==> src/rtl/if_fetch_ctrl.sv <==
// Instruction-fetch sequencer: owns the PC, reads a combinational ROM and buffers
// fetched words in a small in-order prefetch queue for decode.
//
// Handshake: out_valid is high whenever the queue holds an entry; the head entry
// moves to decode on any rising edge where out_valid & out_ready are both high.
// While out_valid is high and out_ready is low, out_inst/out_pc stay unchanged.
// redirect_valid is sampled on every edge and needs no ready; it wins over
// everything except rst.
module if_fetch_ctrl #(
   parameter int unsigned       ADDR_W    = 64,
   parameter int unsigned       INST_W    = 32,
   parameter int unsigned       DEPTH     = 4,
   parameter logic [ADDR_W-1:0] RESET_PC  = '0,
   parameter int unsigned       MEM_BYTES = 1024,
   localparam int unsigned      CNT_W     = $clog2(DEPTH + 1),
   localparam int unsigned      PTR_W     = $clog2(DEPTH)
) (
   input  logic              clk,
   input  logic              rst,
   output logic [ADDR_W-1:0] rom_addr,
   input  logic [INST_W-1:0] rom_inst,
   output logic              out_valid,
   input  logic              out_ready,
   output logic [INST_W-1:0] out_inst,
   output logic [ADDR_W-1:0] out_pc,
   input  logic              redirect_valid,
   input  logic [ADDR_W-1:0] redirect_pc,
   output logic              halted,
   output logic              fault,
   output logic [ADDR_W-1:0] fault_pc,
   output logic [CNT_W-1:0]  occupancy,
   output logic [1:0]        state_dbg
);

   typedef enum logic [1:0] {
      RUN   = 2'd0,
      HALT  = 2'd1,
      FAULT = 2'd2
   } state_t;

   localparam logic [ADDR_W:0] MEM_LIMIT = (ADDR_W + 1)'(MEM_BYTES);
   localparam logic [CNT_W-1:0] FULL_CNT = CNT_W'(DEPTH);

   state_t            state_q;
   logic [ADDR_W-1:0] fetch_pc_q;
   logic              halted_q;
   logic              fault_q;
   logic [ADDR_W-1:0] fault_pc_q;

   logic [ADDR_W-1:0] pc_mem_q   [DEPTH];
   logic [INST_W-1:0] inst_mem_q [DEPTH];
   logic [PTR_W-1:0]  rd_ptr_q, rd_ptr_d;
   logic [PTR_W-1:0]  wr_ptr_q, wr_ptr_d;
   logic [CNT_W-1:0]  count_q, count_d;

   logic [ADDR_W:0]   fetch_end;
   logic              aligned;
   logic              in_range;
   logic              fetch_ok;
   logic              q_full;
   logic              q_empty;
   logic              push;
   logic              pop;

   // Range check carries one extra bit so a PC near 2^ADDR_W cannot wrap into range.
   assign fetch_end = {1'b0, fetch_pc_q} + (ADDR_W + 1)'(4);
   assign aligned   = (fetch_pc_q[1:0] == 2'b00);
   assign in_range  = (fetch_end <= MEM_LIMIT);
   assign fetch_ok  = aligned && in_range;

   assign q_full  = (count_q == FULL_CNT);
   assign q_empty = (count_q == '0);

   // Fullness is judged before any same-cycle pop, giving a one-bubble refill.
   assign push = (state_q == RUN) && fetch_ok && (rom_inst != '0) && !q_full;
   assign pop  = !q_empty && out_ready;

   // Sequencer FSM with its registered status flags.
   always_ff @(posedge clk) begin
      if (rst) begin
         state_q    <= RUN;
         fetch_pc_q <= RESET_PC;
         halted_q   <= 1'b0;
         fault_q    <= 1'b0;
         fault_pc_q <= '0;
      end else if (redirect_valid) begin
         state_q    <= RUN;
         fetch_pc_q <= redirect_pc;
         halted_q   <= 1'b0;
         fault_q    <= 1'b0;
      end else begin
         case (state_q)
            RUN: begin
               if (!fetch_ok) begin
                  state_q    <= FAULT;
                  fault_q    <= 1'b1;
                  fault_pc_q <= fetch_pc_q;
               end else if (rom_inst == '0) begin
                  state_q  <= HALT;
                  halted_q <= 1'b1;
               end else if (!q_full) begin
                  fetch_pc_q <= fetch_pc_q + ADDR_W'(4);
               end
            end
            HALT:    state_q <= HALT;
            FAULT:   state_q <= FAULT;
            default: state_q <= RUN;
         endcase
      end
   end

   always_comb begin
      rd_ptr_d = rd_ptr_q;
      wr_ptr_d = wr_ptr_q;
      count_d  = count_q;
      if (redirect_valid) begin
         rd_ptr_d = '0;
         wr_ptr_d = '0;
         count_d  = '0;
      end else begin
         if (push) wr_ptr_d = wr_ptr_q + PTR_W'(1);
         if (pop)  rd_ptr_d = rd_ptr_q + PTR_W'(1);
         if (push && !pop)      count_d = count_q + CNT_W'(1);
         else if (!push && pop) count_d = count_q - CNT_W'(1);
      end
   end

   always_ff @(posedge clk) begin
      if (rst) begin
         rd_ptr_q <= '0;
         wr_ptr_q <= '0;
         count_q  <= '0;
      end else begin
         rd_ptr_q <= rd_ptr_d;
         wr_ptr_q <= wr_ptr_d;
         count_q  <= count_d;
      end
   end

   // Storage needs no reset: count_q gates visibility of every slot.
   always_ff @(posedge clk) begin
      if (push && !redirect_valid && !rst) begin
         pc_mem_q[wr_ptr_q]   <= fetch_pc_q;
         inst_mem_q[wr_ptr_q] <= rom_inst;
      end
   end

   assign rom_addr  = fetch_pc_q;
   assign out_valid = !q_empty;
   assign out_pc    = q_empty ? '0 : pc_mem_q[rd_ptr_q];
   assign out_inst  = q_empty ? '0 : inst_mem_q[rd_ptr_q];
   assign halted    = halted_q;
   assign fault     = fault_q;
   assign fault_pc  = fault_pc_q;
   assign occupancy = count_q;
   assign state_dbg = state_q;

endmodule
==> config.mk <==
export PLATFORM = sky130hd
export DESIGN_NAME = if_fetch_ctrl
export DESIGN_NICKNAME = d
export VERILOG_FILES = /design/src/rtl/if_fetch_ctrl.sv
export SDC_FILE = /design/constraint.sdc
export NUM_CORES = 1
export LEC_CHECK = 0
export CORE_MARGIN = 2
export CORE_UTILIZATION = 55
export CTS_BUF_LIST = sky130_fd_sc_hd__clkbuf_16
export CTS_CLUSTER_SIZE = 40
export DETAILED_ROUTE_END_ITERATION = 10
export PLACE_DENSITY = 0.81
export SYNTH_ARGS = -nofsm -noshare
export SYNTH_HDL_FRONTEND = slang
export SYNTH_SLANG_ARGS = --single-unit
==> constraint.sdc <==
create_clock -name clk -period 9.1 [get_ports clk]
set_input_delay 2.73 -clock clk [delete_from_list [all_inputs] [get_ports clk]]
set_output_delay 2.73 -clock clk [all_outputs]
set_load 0.01 [all_outputs]
==> out/qor.yml, run 1 <==
routing:
  drt-total-wl_mm: 56.25
  detail_route.first_pass.iterations: 5
  average_wire_per_standard_cell_um: 23.55
  viasPerCell: 5.951
  drt_first_iter_violations: 1285
  drcViolationCount: 0
  num_vias: 14210
  postRouteAntennaNets: 0
global_routing:
  pin_count_of_the_biggest_net_entering_global_routing: 88
  wire_length_of_the_first_global_routing_pass_mm: 85.41
  number_of_global_route_vias_before_repair: 14440
  groute.usage.overall_pct: 27.00
  number_of_antenna_violations_at_the_first_check_in_global_routing: 4
  grt.overflow.total: 0
pwr:
  power_frac_clock_pct: 41.5
  combPwrFrac_pct: 5.1
  power_switching_share_pct: 21.84
  total_switching_power_mw: 1.090
  internal_power_mw: 3.902
  power_density_mw_per_mm2: 181.9
  static-leakage-power_nw: 9.088
  peakVddDrop_v: 0.0001375
  power.sequential.fraction_pct: 53.4
sta:
  fmaxAchievable_mhz: 160.6
  hold_violations: 0
  report.final.slew_viol_count: 0
  setup_violations: 0
  totalNegativeSetupSlack_ns: 0
  period_needed_ns: 6.227
  final.setup_skew_ns: 0.02302
  final.period_utilization_pct: 68.42
  worstMarginPinSlew_ns: 1.189
  unrepaired_setup_endpoints_after_global_routing: "no"
  slew-limit-headroom_pct: 20.73
setup_path:
  cp.required_ns: 9.33
  rrSetupSlack_ns: 3.35
  cp.arrival_ns: 6.46
  reg2reg_depth: 10
  crit_path_max_fanout: 70
  critPathKind: "primary input to register"
  critical_path.startpoint_type: "primary input"
  setup.worst_path.end_class: "register"
finish:
  nFillCells: 2623
  area_growth_pct: 23.83
  fin_cells: 2388
  footprint_of_the_multi_input_gates_mm2: 0.007286
  post_route_cells_drive_above_1_share_pct: 11.71
  num-nets-final: 1926
  register_area_mm2: 0.01436
cts:
  post_cts.resized_instances: 0
  cts_tree: "yes"
  cts.sink_count: 525
  cts.repair_timing.setup_buffer_count: 0
  cts_bufs_inserted: 51
  clockBufferDepth: 3
  insertion_delay_ns: 0.60
  ctsHoldBuffers: 0
  clk_transition_reported_paths_ns: 0.05
  ctsRootBufferMaster: "clkbuf_16"
  cts.htree.levels: 2
yosys:
  synth-edff-count: 384
  synth_top_flop_cell: "edfxtp_1"
  synthesis.area_per_instance_um2: 14.50
  netlist_area_mm2: 0.02216
  yosys.cell_types.count: 66
  syn-num-nets: 1636
  ys_ff_latch: 525
  synthesis.yosys.warnings: 0
  ys_seq_area_share_pct: 64.77
  async_flop_share_pct: 0
  postSynthCellCount: 1528
outcome:
  run_status: "finished, final reports clean"
floorplanning:
  floorplan.io_pins: 332
  placeableCoreArea_mm2: 0.03973
  floorplan.die.width_um: 204.7
  rows: 73
  initial_utilization_pct: 55.78
  dieArea_mm2: 0.04191
  die_height_um: 204.7
placement:
  port-buffer-count: 331
  dp_cells: 2290
  dp.final_hpwl_mm: 35.55
  finalWeightedCongestion: 0.8848
run:
  cap_violations: 0
hold_path:
  classification_of_the_worst_slack_hold_path: "register to register"
  worstHoldPathCells: 2
cells in the mapped netlist, types with 4 or more instances:
library cell,n,share of area (%)
buf_2,23,0.52
a311oi_1,8,0.32
or4_1,14,0.47
and4_1,16,0.63
nor3_1,21,0.47
clkbuf_1,54,0.91
and2_1,103,2.9
and3_1,14,0.40
buf_4,5,0.17
mux4_2,96,9.8
a21oi_1,11,0.25
nand2_1,164,2.8
o21ai_0,13,0.29
nor2_1,94,1.6
mux2i_1,126,5.7
xnor2_1,17,0.67
a211oi_1,7,0.24
inv_1,13,0.22
or3_1,5,0.14
nor4_1,21,0.59
xor2_1,11,0.43
buf_1,18,0.30
dfxtp_1,141,13
nand3_1,28,0.63
nand4_1,36,1.0
edfxtp_1,384,52
buf_6,6,0.30
nor4_2,4,0.23
ha_1,7,0.40
o31ai_1,7,0.24
critical path: stages:
cell	delay (ns)
clkdlybuf4s50_1	0.57
nor4_1	0.13
nand4_1	0.18
o211ai_1	0.24
o21bai_1	0.23
nor4_1	0.32
nor2b_1	0.42
and3_4	1.06
buf_4	0.54
power groups by stage:
| stage | registers (mW) | clock network [mW] | logic (mW) |
|---|---|---|---|
| floorplan | 2.69 | 0 | 0.125 |
| global placement | 2.71 | 0 | 0.246 |
| detailed placement | 2.72 | 0 | 0.252 |
| CTS | 2.66 | 2.10 | 0.254 |
| global route | 2.67 | 2.19 | 0.272 |
| finish | 2.66 | 2.07 | 0.253 |
registers in the layout (all words and copies together) (netlist names), named ones only:
| register | cells |
|---|---|
| occupancy | 3 |
| wr_ptr_q | 2 |
| pc_mem_q | 256 |
| rom_addr | 64 |
| halted | 1 |
| state_dbg | 2 |
| fault | 1 |
| inst_mem_q | 128 |
| rd_ptr_q | 2 |
| fault_pc | 64 |
cell type report:
cell class | count | area share, %
Multi-Input combinational cell | 882 | 26.55
Timing Repair Buffer | 344 | 12.45
Antenna cell | 2 | 0.01824
Sequential cell | 525 | 52.33
Inverter | 14 | 0.2006
Clock buffer | 55 | 5.016
Tap cell | 525 | 2.394
Clock inverter | 41 | 1.040
metrics by stage:
step | worst slack (ns) | utilization (%) | power (mW) | cell area (um^2) | hold slack, ns
detailed placement | 2.349 | 64.87 | 2.967 | 25770 | 0.4487
floorplan | 2.674 | - | 2.813 | 22160 | 0.4790
finish | 2.873 | 69.07 | 4.992 | 27440 | 0.4561
CTS | 2.872 | 69.05 | 5.020 | 27440 | 0.4577
global placement | 2.417 | 64.87 | 2.958 | 25770 | 0.4426
global route | 2.691 | 69.05 | 5.137 | 27440 | 0.4708
logic make-up (layout without fill, tap and decap cells):
kind of cell	after synthesis	count (layout)	share of synthesized area, %
xor gates and xnor gates	28	28	1.107
DFF	525	525	64.77
and+or+nand+nor	548	548	13.17
other	0	2	0
AOI/OAI and AO/OA	75	75	2.496
muxes	223	223	15.50
adders and majority gates	8	8	0.4855
buffers and inverters	121	454	2.473
metal layers:
layer	up-vias	global-route usage [%]	routed length (um)
met5	-	0	36
met4	6	7.195	1267
met3	89	6.952	4590
met2	561	44.51	27370
met1	7170	35.77	22980
li1	6385	-	-
placed cells by master (no fill, tap or decap), types with 6 or more instances in the layout:
cell / instances
a211oi_1: 7
a21oi_1: 11
a311oi_1: 8
and2_1: 103
and3_1: 9
and4_1: 16
buf_4: 13
clkbuf_16: 55
clkdlybuf4s50_1: 329
clkinv_1: 6
clkinv_2: 14
dfxtp_1: 139
edfxtp_1: 384
ha_1: 7
inv_1: 23
mux2i_1: 126
mux4_2: 96
nand2_1: 164
nand3_1: 28
nand4_1: 36
nor2_1: 94
nor3_1: 21
nor4_1: 21
o21ai_0: 13
o31ai_1: 7
or4_1: 14
xnor2_1: 17
xor2_1: 11
final timing paths:
| path | endpoint | startpoint |
|---|---|---|
| worst max-delay path | pc_mem_q[2][17] | rom_inst[24] |
| worst min-delay path | fault_pc[21] | fault_pc[21] |
| worst max register to register | pc_mem_q[2][17] | rom_addr[2] |
| worst min register to register | fault_pc[21] | fault_pc[21] |
Note: power is estimated with default switching activity, not from simulation.
==> run 2: changes to the inputs <==
Settings changed: CORE_UTILIZATION 55 to 49, PLACE_DENSITY 0.81 to 0.76.
Clock period 9.1 ns to 5.66 ns, I/O delays scaled along.
==> run 2 against run 1 <==
- core utilization down 6.3 points
- via count up 0.64%
- total power up 58%
- sequential power up 59%
- largest power group unchanged
- highest routed layer unchanged
==> out/qor.yml, run 2 (synthesized netlist as in run 1, its figures left out) <==
setup_path:
  rrSetupSlack_ns: 0.86
  critical_path.startpoint_type: "register"
  crit-reg2reg-capture: "occupancy[2]"
  cp.arrival_ns: 3.12
  reg2reg_depth: 15
  crit_path_max_fanout: 50
  setup.worst_path.end_class: "output port"
  cp.required_ns: 3.96
  critical_path.reg2reg.startpoint: "rom_addr[3]"
  critPathKind: "register to output port"
pwr:
  power_frac_clock_pct: 40.3
  internal_power_mw: 6.180
  total_switching_power_mw: 1.715
  peakVddDrop_v: 0.0002558
  static-leakage-power_nw: 9.316
  power_switching_share_pct: 21.73
  power.sequential.fraction_pct: 53.8
  power_density_mw_per_mm2: 283.3
  combPwrFrac_pct: 6.0
sta:
  worstMarginPinSlew_ns: 1.094
  fmaxAchievable_mhz: 207.7
  final.setup_skew_ns: 0.02537
  setup_violations: 0
  final.period_utilization_pct: 85.05
  totalNegativeSetupSlack_ns: 0
  period_needed_ns: 4.814
  slew-limit-headroom_pct: 27.04
  unrepaired_setup_endpoints_after_global_routing: "no"
  hold_violations: 0
  report.final.slew_viol_count: 0
routing:
  drt-total-wl_mm: 57.12
  detail_route.first_pass.iterations: 5
  drcViolationCount: 0
  average_wire_per_standard_cell_um: 22.90
  postRouteAntennaNets: 0
  drt_first_iter_violations: 1045
  viasPerCell: 5.735
  num_vias: 14300
cts:
  insertion_delay_ns: 0.60
  post_cts.resized_instances: 0
  cts.repair_timing.setup_buffer_count: 0
  clockBufferDepth: 3
  ctsRootBufferMaster: "clkbuf_16"
  cts.htree.levels: 2
  cts_tree: "yes"
  ctsHoldBuffers: 0
  clk_transition_reported_paths_ns: 0.06
  cts_bufs_inserted: 53
  cts.sink_count: 525
placement:
  dp.final_hpwl_mm: 37.32
  placedInstanceArea_mm2: 0.02630
  port-buffer-count: 331
  finalWeightedCongestion: 0.8922
finish:
  post_route_cells_drive_above_1_share_pct: 12.99
  diodes: 0
  final_design_area_no_fill_mm2: 0.02788
  largestRegisters: "pc_mem_q x256, inst_mem_q x128"
  num-nets-final: 1967
  top_library_cells_by_usage_in_the_layout_fill_and_taps_aside: "edfxtp_1, clkdlybuf4s50_1, nand2_1"
  layout.cells.most_common: "edfxtp_1"
  regMostFlops: "pc_mem_q"
  largest_reg_flops: 256
  area_growth_pct: 25.78
floorplanning:
  die_height_um: 216.7
  rows: 77
  floorplan.die.width_um: 216.7
  floorplan.io_pins: 332
  placeableCoreArea_mm2: 0.04441
  initial_utilization_pct: 49.90
  dieArea_mm2: 0.04694
run:
  cap_violations: 0
global_routing:
  number_of_global_route_vias_before_repair: 14350
  pin_count_of_the_biggest_net_entering_global_routing: 83
  wire_length_of_the_first_global_routing_pass_mm: 86.31
  groute.usage.overall_pct: 24.11
  number_of_antenna_violations_at_the_first_check_in_global_routing: 4
  grt.overflow.total: 0
outcome:
  run_status: "finished, final reports clean"
hold_path:
  startpoint_of_the_tightest_hold_check_path: "fault_pc[0]"
  endpoint_of_the_worst_hold_path: "fault_pc[0]"
  worstHoldPathCells: 2
  classification_of_the_worst_slack_hold_path: "register to register"
## run 2: changes by cell type in the layout (fill, tap and decap cells not counted), sizes merged
cell / previous run / this run
buf: 15 / 54
bufinv: 3 / 2
clkbuf: 55 / 53
clkinv: 23 / 15
clkinvlp: 2 / 1
diode: 2 / 0
inv: 27 / 41
## run 2: per-stage QoR
| step | total power, mW | hold WS, ns | cells | setup WS [ns] | util, % |
|---|---|---|---|---|---|
| 6_report | 7.896 | 0.4539 | 2494 | 0.8461 | 62.76 |
| 5_1_grt | 8.141 | 0.4747 | 2494 | 0.5210 | 62.76 |
| 4_1_cts | 7.948 | 0.4586 | 2494 | 0.7759 | 62.76 |
| 3_5_place_dp | 4.796 | 0.4467 | 2396 | 0.5872 | 59.22 |
| 3_3_place_gp | 4.784 | 0.4417 | 2396 | 0.6587 | 59.22 |
| 2_1_floorplan | 4.523 | 0.4790 | 1528 | 0.9381 | - |
## run 2: layer usage
layer	track usage, %	vias up	routed length [um]	share of wire, %
met5	0	-	46	0.081
met4	6.187	8	1004	1.8
met3	6.007	80	4696	8.2
met2	39.16	549	27470	48
met1	32.67	7209	23900	42
li1	-	6456	-	-
## run 2: final cells by class
class                      count  area (um^2)
timing repair buffer         383         3859
tap                          592        740.7
inverter                      14        55.05
multi-input combinational    882         7286
sequential                   525        14360
clock buffer                  53         1326
fill                        3299        16540
clock inverter                45        247.7
## run 2: worst max-delay path by stage
stage          cells after the start          from  slack [ns]               end
6_report                           4  occupancy[0]        0.85        out_pc[36]
5_1_grt                           15   rom_addr[3]        0.52      occupancy[2]
4_1_cts                            4      register        0.78       out_inst[5]
3_5_place_dp                      13  rom_inst[19]        0.59      occupancy[2]
3_3_place_gp                      13   rom_inst[1]        0.66      occupancy[2]
2_1_floorplan                     10   rom_addr[2]        0.94  inst_mem_q[0][0]
## run 2: worst max-delay path, cell delays in order, from the launching register on
cell	delay [ns]
dfxtp_1	0.47
or3_2	0.80
buf_4	0.45
and2_1	0.23
clkdlybuf4s50_1	0.55
## run 2: power groups by stage
| stage | sequential, mW | clock [mW] | combinational [mW] |
|---|---|---|---|
| after global routing | 4.25 | 3.38 | 0.507 |
| final | 4.24 | 3.18 | 0.471 |
| after detailed placement | 4.33 | 0 | 0.471 |
| after global placement | 4.32 | 0 | 0.462 |
| after CTS | 4.24 | 3.23 | 0.474 |
| after floorplan | 4.32 | 0 | 0.201 |
